===== src/rtl/simple_pipe_issue_ctrl.sv =====
`default_nettype none
// ============================================================================
// Module      : simple_pipe_issue_ctrl
// Description : Issue and hazard controller for the simplePipe 4x8-bit
//               register datapath (NOP/ADD/SUB/AND). Accepts instructions
//               over valid/ready, sequences them through EX and WB, resolves
//               RAW hazards by forwarding or stalling, and keeps saturating
//               retire/stall counters.
// Revision    : 1.0 - initial release
// ============================================================================
module simple_pipe_issue_ctrl #(
  parameter int FWD_EN = 1,
  parameter int CNT_W  = 8
) (
  input  logic             clk,
  input  logic             rst,
  input  logic             inst_valid,
  input  logic [7:0]       inst,
  output logic             inst_ready,
  input  logic             flush,
  output logic [1:0]       rs1_addr,
  output logic [1:0]       rs2_addr,
  output logic [1:0]       fwd1_sel,
  output logic [1:0]       fwd2_sel,
  output logic             ex_valid,
  output logic [1:0]       ex_op,
  output logic [1:0]       ex_rd,
  output logic             wb_en,
  output logic [1:0]       wb_rd,
  output logic [CNT_W-1:0] retire_cnt,
  output logic [CNT_W-1:0] stall_cnt
);

  localparam logic [1:0]       c_op_nop  = 2'b00;
  localparam logic [1:0]       c_sel_rf  = 2'b00;
  localparam logic [1:0]       c_sel_ex  = 2'b01;
  localparam logic [1:0]       c_sel_wb  = 2'b10;
  localparam logic [CNT_W-1:0] c_cnt_max = '1;
  localparam logic [CNT_W-1:0] c_cnt_one = {{(CNT_W-1){1'b0}}, 1'b1};

  // Pipeline state
  logic             ex_valid_q, ex_valid_d;
  logic [1:0]       ex_op_q, ex_op_d;
  logic [1:0]       ex_rd_q, ex_rd_d;
  logic             wb_valid_q, wb_valid_d;
  logic [1:0]       wb_op_q, wb_op_d;
  logic [1:0]       wb_rd_q, wb_rd_d;
  logic [CNT_W-1:0] retire_cnt_q, retire_cnt_d;
  logic [CNT_W-1:0] stall_cnt_q, stall_cnt_d;

  // Instruction field decode
  logic [1:0] w_op;
  logic [1:0] w_rs1;
  logic [1:0] w_rs2;
  logic [1:0] w_rd;
  logic       w_reads;
  logic       w_ex_writes;
  logic       w_wb_en;
  logic       w_ex_m1;
  logic       w_ex_m2;
  logic       w_wb_m1;
  logic       w_wb_m2;
  logic       w_fire;

  assign w_op  = inst[7:6];
  assign w_rs1 = inst[5:4];
  assign w_rs2 = inst[3:2];
  assign w_rd  = inst[1:0];

  // NOP neither reads nor writes, so it can neither cause nor suffer a hazard.
  assign w_reads     = (w_op != c_op_nop);
  assign w_ex_writes = ex_valid_q & (ex_op_q != c_op_nop);
  // Masking with rst discards whatever sits in WB during a mid-stream reset.
  assign w_wb_en     = wb_valid_q & (wb_op_q != c_op_nop) & ~rst;

  assign w_ex_m1 = w_reads & w_ex_writes & (w_rs1 == ex_rd_q);
  assign w_ex_m2 = w_reads & w_ex_writes & (w_rs2 == ex_rd_q);
  assign w_wb_m1 = w_reads & w_wb_en & (w_rs1 == wb_rd_q);
  assign w_wb_m2 = w_reads & w_wb_en & (w_rs2 == wb_rd_q);

  assign w_fire = inst_valid & inst_ready;

  generate
    if (FWD_EN != 0) begin : g_fwd
      // Forwarding: never stall; EX wins over WB because it is the younger writer.
      always_comb begin
        inst_ready = ~rst & ~flush;
        fwd1_sel   = c_sel_rf;
        fwd2_sel   = c_sel_rf;
        if (w_ex_m1) begin
          fwd1_sel = c_sel_ex;
        end else if (w_wb_m1) begin
          fwd1_sel = c_sel_wb;
        end
        if (w_ex_m2) begin
          fwd2_sel = c_sel_ex;
        end else if (w_wb_m2) begin
          fwd2_sel = c_sel_wb;
        end
      end
    end else begin : g_stall
      // Stalling: hold issue until every source has been committed to the regfile.
      always_comb begin
        inst_ready = ~rst & ~flush & ~(w_ex_m1 | w_ex_m2 | w_wb_m1 | w_wb_m2);
        fwd1_sel   = c_sel_rf;
        fwd2_sel   = c_sel_rf;
      end
    end
  endgenerate

  // Next-state for the EX/WB pipeline registers and the saturating counters.
  always_comb begin
    ex_valid_d   = w_fire & ~flush;
    ex_op_d      = ex_op_q;
    ex_rd_d      = ex_rd_q;
    wb_valid_d   = ex_valid_q & ~flush;
    wb_op_d      = ex_op_q;
    wb_rd_d      = ex_rd_q;
    retire_cnt_d = retire_cnt_q;
    stall_cnt_d  = stall_cnt_q;
    if (w_fire) begin
      ex_op_d = w_op;
      ex_rd_d = w_rd;
    end
    if (wb_valid_q && (retire_cnt_q != c_cnt_max)) begin
      retire_cnt_d = retire_cnt_q + c_cnt_one;
    end
    if (inst_valid && !inst_ready && !rst && (stall_cnt_q != c_cnt_max)) begin
      stall_cnt_d = stall_cnt_q + c_cnt_one;
    end
  end

  // State registers with synchronous reset.
  always_ff @(posedge clk) begin
    if (rst) begin
      ex_valid_q   <= 1'b0;
      ex_op_q      <= 2'b00;
      ex_rd_q      <= 2'b00;
      wb_valid_q   <= 1'b0;
      wb_op_q      <= 2'b00;
      wb_rd_q      <= 2'b00;
      retire_cnt_q <= '0;
      stall_cnt_q  <= '0;
    end else begin
      ex_valid_q   <= ex_valid_d;
      ex_op_q      <= ex_op_d;
      ex_rd_q      <= ex_rd_d;
      wb_valid_q   <= wb_valid_d;
      wb_op_q      <= wb_op_d;
      wb_rd_q      <= wb_rd_d;
      retire_cnt_q <= retire_cnt_d;
      stall_cnt_q  <= stall_cnt_d;
    end
  end

  assign rs1_addr   = w_rs1;
  assign rs2_addr   = w_rs2;
  assign ex_valid   = ex_valid_q;
  assign ex_op      = ex_op_q;
  assign ex_rd      = ex_rd_q;
  assign wb_en      = w_wb_en;
  assign wb_rd      = wb_rd_q;
  assign retire_cnt = retire_cnt_q;
  assign stall_cnt  = stall_cnt_q;

endmodule
`default_nettype wire

===== config.mk =====
export PLATFORM = sky130hd
export DESIGN_NAME = simple_pipe_issue_ctrl
export DESIGN_NICKNAME = d
export VERILOG_FILES = /design/src/rtl/simple_pipe_issue_ctrl.sv
export SDC_FILE = /design/constraint.sdc
export NUM_CORES = 1
export LEC_CHECK = 0
export BUFFER_PORTS_ARGS = -buffer_cell sky130_fd_sc_hd__buf_2
export CORE_ASPECT_RATIO = 1.2
export CORE_MARGIN = 2
export CORE_UTILIZATION = 54
export CTS_BUF_LIST = sky130_fd_sc_hd__clkbuf_8
export DETAILED_ROUTE_END_ITERATION = 10
export GPL_TIMING_DRIVEN = 0
export MAX_ROUTING_LAYER = met4
export PLACE_DENSITY = 0.86
export SYNTH_ARGS = -nofsm -noshare
export SYNTH_HDL_FRONTEND = slang
export SYNTH_SLANG_ARGS = --single-unit

===== constraint.sdc =====
create_clock -name clk -period 2.9 [get_ports clk]
set_clock_uncertainty 0.2 [all_clocks]
set_input_delay 0.58 -clock clk [delete_from_list [all_inputs] [get_ports clk]]
set_output_delay 0.58 -clock clk [all_outputs]
set_load 0.005 [all_outputs]

==> results by group, run 1 <==
Timing
  – RSZ-0062 raised after global routing: false
  – Fin Hold WS: between 0.2 and 0.3 ns
  – Setup violations, final: 0
  – Post-route minimum period: ~2.3 ns
  – Worst-margin pin slew: approximately 0.55 ns
  – Fin Setup TNS: 0 ns
  – Fin. Hold Viols: 0
  – Maximum clock rate: 436.3 MHz
  – Final period utilization: between 70 and 80%
  – Final count of pins violating max slew: 0
  – Final setup margin: 0.6081 ns
  – Slew margin rel.: between 60% and 70%

Logic synthesis
  – Mapped Cells: 132
  – Sequential share of the synthesized area: 42.23%
  – Synth top area share: 42.23%
  – Yosys cell types: 36
  – Top post-synthesis cells by area: dfxtp_1 (42%), xor2_1 (7.1%), nor2_1 (4.3%)
  – Cell type with the largest total area after synthesis: dfxtp_1
  – Post-Syn Nets: between 100 and 150
  – Synth warnings: 0
  – Mean Syn Cell Area: 9.337 sq um
  – Number of synthesized register bits: 26
  – Post-Syn Area: ~1200 sq um

Global route
  – GRT overflow: 0
  – Initial antenna violation count: 0
  – Vias in the first global route: between 1k and 1.5k
  – Global-route wire length before repair: approximately 4.4 mm
  – Pin count of the biggest net entering global routing: 16
  – Global router's overall resource usage: a little under a quarter

Clocking
  – CTS Hold Bufs: 0
  – Clk_lat worst skew: approximately 0.27 ns
  – H-tree depth: 1
  – CTS resizes: 0
  – Clock transition at path regs: roughly 0.08 ns
  – TritonCTS buffer count: 3
  – CTS tree: yes
  – Clk buf depth: 2
  – Clk sinks: 26
  – Post-CTS Setup Inserts: 0
  – CTS Root Cell: clkbuf_8

Power and ir drop
  – Leak: around 0.76 nW
  – Power share of the combinational group: ~8.1%
  – Switching power: between 0.1 and 0.15 mW
  – Int Pwr: approximately 0.58 mW
  – Net Sw Frac: 20.22%
  – Clock power frac: around 40%
  – Pwr/cell area: 464.6 nW/um^2
  – Peak VDD IR: 0.0002982 V
  – Flop pwr share: roughly half
  – Total power: 0.7255 mW

Worst setup path
  – WS Path Type: in2out
  – Setup crit end kind: primary output
  – Worst Path Arrival: approximately 1.5 ns
  – Worst-path fanout max: 3
  – Critical Path RT: roughly 2.1 ns
  – Startpoint type of the worst setup path: input pin

Finish
  – Final core occ: between 70 and 80%
  – Final Non-Filler Cells: 210
  – Most common cell after layout, fill and taps aside: buf_2
  – Ant. Diodes: 0
  – Layout cells sized above 1: between 30% and 40%
  – NumNets Final: ~200
  – Commonest cells after routing, fill and taps aside: buf_2 (45), dfxtp_1 (26), nor2_1 (14), xor2_1 (10), nand2_1 (7)
  – Final instance area: approximately 1600 sq um
  – Area delta synth->final: 26.70%

Die
  – Starting Density: a little under 60%
  – DIE WIDTH: 47.61 microns
  – IO Pins: 45
  – Core area: approximately 2100 sq um
  – Die area: ~2700 sq um
  – Die H: about 56 microns
  – Core Rows: 18

Drt
  – Vias: 1132
  – Final ANT Viol Nets: 0
  – Initial DRC count: 27
  – DRT Pass-1 Iters: 4
  – Remaining DRCs: 0
  – Vias per inst: 5.390
  – Avg WL per Cell: 13.00 microns
  – WL final: around 2.7 mm

Placement
  – RePlAce Congestion: 0.8974
  – Pre-CTS WS: 0.6292 ns
  – Post-placement cell area: around 1500 sq um
  – Port bufs: 44
  – Placed Cells incl. Taps: between 200 and 250
  – Detail Placement HPWL: around 2.1 mm

Hold path
  – Min-delay worst type: reg2reg

Outcome
  – Status: finished clean

Job
  – Max-Cap Viols: 0
==> power groups by stage <==
| stage | Clock, mW | Sequential, mW | Combinational, mW |
|---|---|---|---|
| 5_1_grt | 0.313 | 0.373 | 0.0639 |
| 3_5_place_dp | 0 | 0.380 | 0.0582 |
| 2_1_floorplan | 0 | 0.380 | 0.0296 |
| 4_1_cts | 0.300 | 0.372 | 0.0585 |
| 3_3_place_gp | 0 | 0.380 | 0.0556 |
| 6_report | 0.295 | 0.372 | 0.0587 |
==> synth_stat cells <==
cell / number
a31oi_1: 1
nor3_1: 6
nor2_1: 14
mux2_1: 4
and2_1: 6
o21ai_1: 3
o211a_1: 1
and3_4: 1
o221ai_1: 1
o21bai_1: 1
or3_1: 1
mux2i_1: 5
and4_1: 1
and3_1: 3
o21ai_0: 1
nand3_1: 5
dfxtp_1: 26
clkbuf_1: 2
inv_1: 1
a311oi_1: 3
xor2_1: 10
a31o_4: 1
a21oi_1: 6
nor3_2: 1
buf_2: 1
o211ai_1: 1
nand2b_1: 1
nand4b_1: 1
ha_1: 2
nor4_1: 2
o2111a_1: 1
buf_4: 6
nand2_1: 7
nand4_1: 1
nor2b_1: 4
nor3b_2: 1
==> critical path: stages <==
cell,delay (ns)
buf_2,0.11
o221ai_1,0.25
nor3_1,0.13
nor4_1,0.28
buf_2,0.16
==> area by class of cell <==
cell class / count / area [sq um]
fill: 183 / 555.5
sequential: 26 / 520.5
inverter: 1 / 3.754
tap: 30 / 37.54
clock buffer: 3 / 41.29
timing repair buffer: 44 / 220.2
buffer: 9 / 57.56
clock inverter: 1 / 30.03
multi-input combinational: 96 / 650.6
==> cell families (layout without fill, tap and decap cells) <==
logic type / count (synthesis) / after routing / share of synthesized area, %
adder cells (fa/ha/maj): 2 / 2 / 2.030
flip-flops: 26 / 26 / 42.23
XOR/XNOR: 10 / 10 / 7.106
AND/OR/NAND/NOR: 55 / 55 / 24.16
AO/OA/AOI/OAI: 20 / 20 / 11.78
buffers and inverters: 10 / 58 / 4.974
multiplexers: 9 / 9 / 7.716
==> sequential cells by signal, indices dropped and copies added (netlist names) <==
register and count:
retire_cnt 8, stall_cnt 8, ex_op 2, ex_rd 2, wb_op_q 2, wb_rd 2
ex_valid 1, wb_valid_q 1
==> final timing paths <==
path | from | to | slack, ns | cells past startpoint
hold reg to reg | ex_op[0] | wb_op_q[0] | 0.30 | 1
setup / recovery | inst[6] | fwd2_sel[1] | 0.61 | 5
setup reg to reg | retire_cnt[0] | retire_cnt[1] | 1.10 | 5
hold / removal | ex_op[0] | wb_op_q[0] | 0.30 | 1
==> routing by layer <==
metal | vias up | GRT usage (%) | part of all wire (%)
met5 | - | - | 0
met4 | 0 | 8.880 | 2.2
met3 | 8 | 3.859 | 4.7
met2 | 40 | 38.42 | 52
met1 | 524 | 24.75 | 41
li1 | 560 | - | -
(Power assumes the default switching activity.)
==> run 2, diff against run 1 <==
- CORE_UTILIZATION: 54 -> 50
- PLACE_DENSITY: 0.86 -> 0.81
- clock period: 2.9 -> 2.4 ns (I/O delays scaled with it)
==> run 2 against run 1 <==
Compared with the run above: die area is 7.4% higher; via count decreased by 0.62%; first-iteration DRC count down 44%; sequential cell count unchanged; global-route usage is 2.1 points lower; worst setup slack lost 0.39 ns; non-clock buffer count unchanged; critical path depth down 1.
==> results by group, run 2 (synthesis gave the netlist of run 1 again) <==
Outcome
  – Status: finished clean

Finish
  – Most common cell after layout, fill and taps aside: buf_2
  – Register area: approximately 520 sq um
  – Area of the multi-input gates: roughly 650 sq um
  – Area delta synth->final: 25.48%
  – Filler Cell Count: 200
  – Layout cells sized above 1: 32.78%
  – Ant. Diodes: 0
  – NumNets Final: just under 200
  – Commonest cells after routing, fill and taps aside: buf_2 (45), dfxtp_1 (26), nor2_1 (14), xor2_1 (10), nand2_1 (7)

Worst setup path
  – Critical Path RT: around 1.7 ns
  – Worst-path fanout max: 6
  – Setup crit end kind: primary output
  – Crit. Startpoint: wb_valid_q
  – Slowest stage delay, CP: 0.41 ns
  – R2R cell count: 5
  – Worst Path Arrival: about 1.5 ns
  – Worst path slowest cell: dfxtp_1
  – WP depth: 4
  – CP Buf/Inv Count: 1
  – Crit path cell chain: nor3b_2 > o21ai_1 > nor4_1 > buf_2
  – Reg2reg start: retire_cnt[0]
  – WS Path Type: reg2out
  – Startpoint type of the worst setup path: flip-flop
  – CP top delay family: simple AND/OR/NAND/NOR gates

Global route
  – Pin count of the biggest net entering global routing: 15
  – Global-route wire length before repair: 4.491 mm
  – Vias in the first global route: between 1k and 1.5k
  – Initial antenna violation count: 0
  – Global router's overall resource usage: 20.46%
  – GRT overflow: 0

Placement
  – Port bufs: 44
  – Detail Placement HPWL: between 2 and 2.5 mm
  – RePlAce Congestion: about 0.87
  – Pre-CTS WS: about 0.3 ns

Timing
  – Fin Setup TNS: 0 ns
  – Final setup margin: approximately 0.22 ns
  – Final period utilization: roughly 91%
  – Post-route minimum period: about 2.2 ns
  – RSZ-0062 raised after global routing: false
  – Worst-margin pin slew: roughly 0.53 ns
  – Setup violations, final: 0
  – Maximum clock rate: between 400 and 500 MHz
  – Final count of pins violating max slew: 0
  – Fin. Hold Viols: 0
  – Slew margin rel.: 64.34%

Drt
  – DRT Pass-1 Iters: 2
  – Final ANT Viol Nets: 0
  – WL final: around 2.7 mm
  – Initial DRC count: 15
  – Vias: 1125
  – Remaining DRCs: 0
  – Avg WL per Cell: around 13 microns
  – Vias per inst: approximately 5.3

Hold path
  – Hold_sp: inst[0]
  – Min-delay worst type: in2reg
  – Hold depth: 2

Power and ir drop
  – Peak VDD IR: approximately 0.00045 V
  – Leak: 0.7573 nW
  – Pwr/cell area: between 500 and 600 nW/um^2
  – Total power: roughly 0.79 mW

Clocking
  – TritonCTS buffer count: 3
  – Post-CTS Setup Inserts: 0
  – Clk sinks: 26
  – CTS resizes: 0
  – Clock transition at path regs: around 0.08 ns
  – Clk_lat worst skew: 0.26 ns
  – CTS Hold Bufs: 0
  – CTS Root Cell: clkbuf_8
  – H-tree depth: 1
  – CTS tree: yes
  – Clk buf depth: 2

Die
  – Die area: 2880 sq um
  – DIE WIDTH: slightly below 50 microns
  – Starting Density: between 50% and 60%
  – Core area: roughly 2300 sq um
  – Core Rows: 19
  – Die H: 58.39 microns
  – IO Pins: 45

Job
  – Max-Cap Viols: 0
-- run 2: worst register-to-register path, stage by stage, from the launching register on --
cell and delay [ns]:
dfxtp_1 0.40, ha_1 0.26, nand4_1 0.24, o21ai_1 0.30, mux2i_1 0.22, nor2_1 0.05
-- run 2: worst paths after layout --
path,slack (ns),end
worst min register to register,0.31,wb_op_q[0]
worst max-delay path,0.22,fwd1_sel[1]
worst max register to register,0.62,retire_cnt[1]
worst min-delay path,0.23,ex_rd[0]
-- run 2: power breakdown --
| group | internal (mW) | switching, mW | leakage [nW] |
|---|---|---|---|
| combinational | 0.0356 | 0.0341 | 0.518 |
| sequential | 0.441 | 0.00909 | 0.211 |
| clock | 0.146 | 0.126 | 0.0288 |
-- run 2: through the flow --
step           utilization, %  hold WS, ns  instance area, sq um  cells
2_1_floorplan               -       0.2767                  1232    132
3_3_place_gp            64.68       0.2849                  1491    207
3_5_place_dp            64.68       0.2935                  1491    207
4_1_cts                 67.06       0.2243                  1546    211
5_1_grt                 67.06       0.2323                  1546    211
6_report                67.06       0.2259                  1546    211
-- run 2: cell type report --
type                    instances  share of cell area [%]
plain buffers                   9                   3.722
inverters                       1                  0.2427
well taps                      31                   2.508
clock buffers                   4                   3.560
repair buffers                 44                   14.24
flip-flops and latches         26                   33.66
multi-input cells              96                   42.07
-- run 2: routing by layer --
metal | vias up | global-route usage, % | wire length (microns)
li1 | 562 | - | -
met1 | 531 | 22.51 | 1118
met2 | 26 | 36.49 | 1444
met3 | 6 | 2.792 | 110
met4 | 0 | 9.796 | 39
met5 | - | - | 0
==> run 3, diff against run 2 <==
==> constraint.sdc (replaced) <==
create_clock -name clk -period 2.4 [get_ports clk]
set_clock_uncertainty 0.2 [all_clocks]
set_input_delay 0.6 -clock clk [delete_from_list [all_inputs] [get_ports clk]]
set_output_delay 0.6 -clock clk [all_outputs]
set_load 0.005 [all_outputs]
==> run 3 against run 2 <==
Compared with the run above: core utilization increased by 0.27 points; first-iteration DRC count rose by 73%; count of clock-buffer cells in the layout unchanged; clock power about the same; non-clock buffer count unchanged; critical path depth rose by 1; cell area grew 0.40%; critical path type is now in2out; largest power group unchanged; highest routed layer unchanged.
==> results by group, run 3 (synthesis gave the netlist of run 1 again) <==
Die
  – Die H: between 50 and 60 microns
  – Starting Density: ~53%
  – Die area: 2880 sq um
  – Core area: about 2300 sq um
  – Core Rows: 19
  – IO Pins: 45
  – DIE WIDTH: between 40 and 50 microns

Drt
  – M1 wire length: 1.172 mm
  – Met2 wire len: between 1 and 1.5 mm
  – Avg WL per Cell: between 10 and 15 microns
  – Initial DRC count: 26
  – Remaining DRCs: 0
  – Vias: 1142
  – Final ANT Viol Nets: 0
  – Vias per inst: approximately 5.4
  – WL final: 2.809 mm
  – DRT Pass-1 Iters: 4
  – Top Layer Used: met4
  – WL met3: ~130 microns

Power and ir drop
  – Total power: approximately 0.79 mW
  – Peak VDD IR: approximately 0.00044 V
  – Pwr/cell area: 508.8 nW/um^2
  – Leak: between 0.7 and 0.8 nW

Hold path
  – Hold depth: 1
  – Min-delay worst type: reg2reg
  – Hold_sp: ex_op[0]
  – WHS Endpoint: wb_op_q[0]

Worst setup path
  – Setup crit end kind: primary output
  – Critical Path RT: 1.60 ns
  – Worst-path fanout max: 5
  – WS Path Type: in2out
  – Reg-to-reg setup timing slack: about 0.6 ns
  – Crit path cell chain: buf_2 > nor3b_2 > o21ai_1 > nor4_1 > buf_2
  – Startpoint type of the worst setup path: input pin
  – FF-to-FF End: retire_cnt[1]
  – R2R cell count: 5
  – CP most frequent cell: buf_2
  – CP top delay family: simple AND/OR/NAND/NOR gates
  – Slowest stage delay, CP: between 0.3 and 0.4 ns
  – CP Buf/Inv Count: 2
  – Worst Path Arrival: 1.58 ns
  – Reg2reg start: retire_cnt[0]
  – Worst path slowest cell: nor4_1

Timing
  – Fin. Hold Viols: 0
  – Worst-margin pin slew: about 0.51 ns
  – Slew margin rel.: 65.95%
  – Post-route minimum period: approximately 2.4 ns
  – Setup violations, final: 0
  – Maximum clock rate: ~420 MHz
  – Final period utilization: a little under 100%
  – Final count of pins violating max slew: 0

Finish
  – Final core occ: 67.34%
  – NumNets Final: 195
  – Ant. Diodes: 0
  – Most common cell after layout, fill and taps aside: buf_2
  – Final instance area: 1553 sq um
  – Layout cells sized above 1: about a third
  – Commonest cells after routing, fill and taps aside: buf_2 (45), dfxtp_1 (26), nor2_1 (14), xor2_1 (10), nand2_1 (7)
  – Area delta synth->final: 25.99%
  – Filler Cell Count: 197
  – Area of the multi-input gates: around 660 sq um
  – Register area: 520.5 sq um

Clocking
  – Clk buf depth: 2
  – Post-CTS Setup Inserts: 0
  – Clk_lat worst skew: between 0.2 and 0.3 ns
  – H-tree depth: 1
  – CTS Root Cell: clkbuf_8
  – Clk sinks: 26
  – CTS tree: yes
  – Clock transition at path regs: ~0.080 ns
  – CTS Hold Bufs: 0
  – CTS resizes: 0
  – TritonCTS buffer count: 3

Global route
  – Pin count of the biggest net entering global routing: 15
  – Global-route wire length before repair: 4.491 mm
  – Initial antenna violation count: 0
  – Vias in the first global route: ~1.1k
  – GRT overflow: 0
  – Global router's overall resource usage: between 20 and 25%

Placement
  – Port bufs: 44
  – Detail Placement HPWL: 2.165 mm
  – Post-placement cell area: 1491 sq um
  – RePlAce Congestion: between 0.8 and 0.9

Outcome
  – Status: finished clean

Job
  – Max-Cap Viols: 0
## run 3: worst max path at each step
| stage | endpoint | slack (ns) | depth (start not counted) | from |
|---|---|---|---|---|
| finish | fwd1_sel[1] | 0.02 | 5 | rst |
| CTS | fwd1_sel[1] | 0.06 | 5 | rst |
| global route | fwd1_sel[1] | -0.04 | 4 | wb_valid_q |
| detailed placement | fwd1_sel[1] | 0.06 | 5 | rst |
| global placement | fwd2_sel[1] | 0.15 | 5 | rst |
| floorplan | fwd1_sel[1] | 0.38 | 3 | rst |
## run 3: final cells by class
| cell class | count | area share, % |
|---|---|---|
| Buffer | 9 | 3.707 |
| Clock buffer | 4 | 3.546 |
| Inverter | 1 | 0.2417 |
| Multi-Input combinational cell | 96 | 42.30 |
| Sequential cell | 26 | 33.52 |
| Tap cell | 31 | 2.498 |
| Timing Repair Buffer | 44 | 14.18 |
## run 3: worst reg2reg max path, delay by kind of cell, from the launching register on
family / cells / cell delay, ns
compound gates: 1 / 0.30
fa+ha+maj: 1 / 0.26
flops: 1 / 0.40
mux: 1 / 0.22
simple gates: 2 / 0.29
## run 3: per-layer routing
layer	GRT usage, %	up-vias
met5	-	-
met3	2.792	8
li1	-	561
met2	36.49	32
met4	9.796	0
met1	22.51	541
## run 3: report_power, final
part	leakage, nW	total, mW	switching, mW	internal [mW]
clock	0.0288	0.269	0.123	0.146
sequential	0.211	0.450	0.00927	0.441
combinational	0.518	0.0710	0.0354	0.0357
## run 3: stage by stage
| stage | hold slack, ns | worst slack (ns) | TNS (ns) | instances |
|---|---|---|---|---|
| 3_5_place_dp | 0.2935 | 0.06379 | 0 | 207 |
| 5_1_grt | 0.3155 | -0.03833 | -0.03833 | 211 |
| 4_1_cts | 0.3065 | 0.06379 | 0 | 211 |
| 2_1_floorplan | 0.2767 | 0.3827 | 0 | 132 |
| 6_report | 0.3054 | 0.02080 | 0 | 211 |
| 3_3_place_gp | 0.2849 | 0.1503 | 0 | 207 |
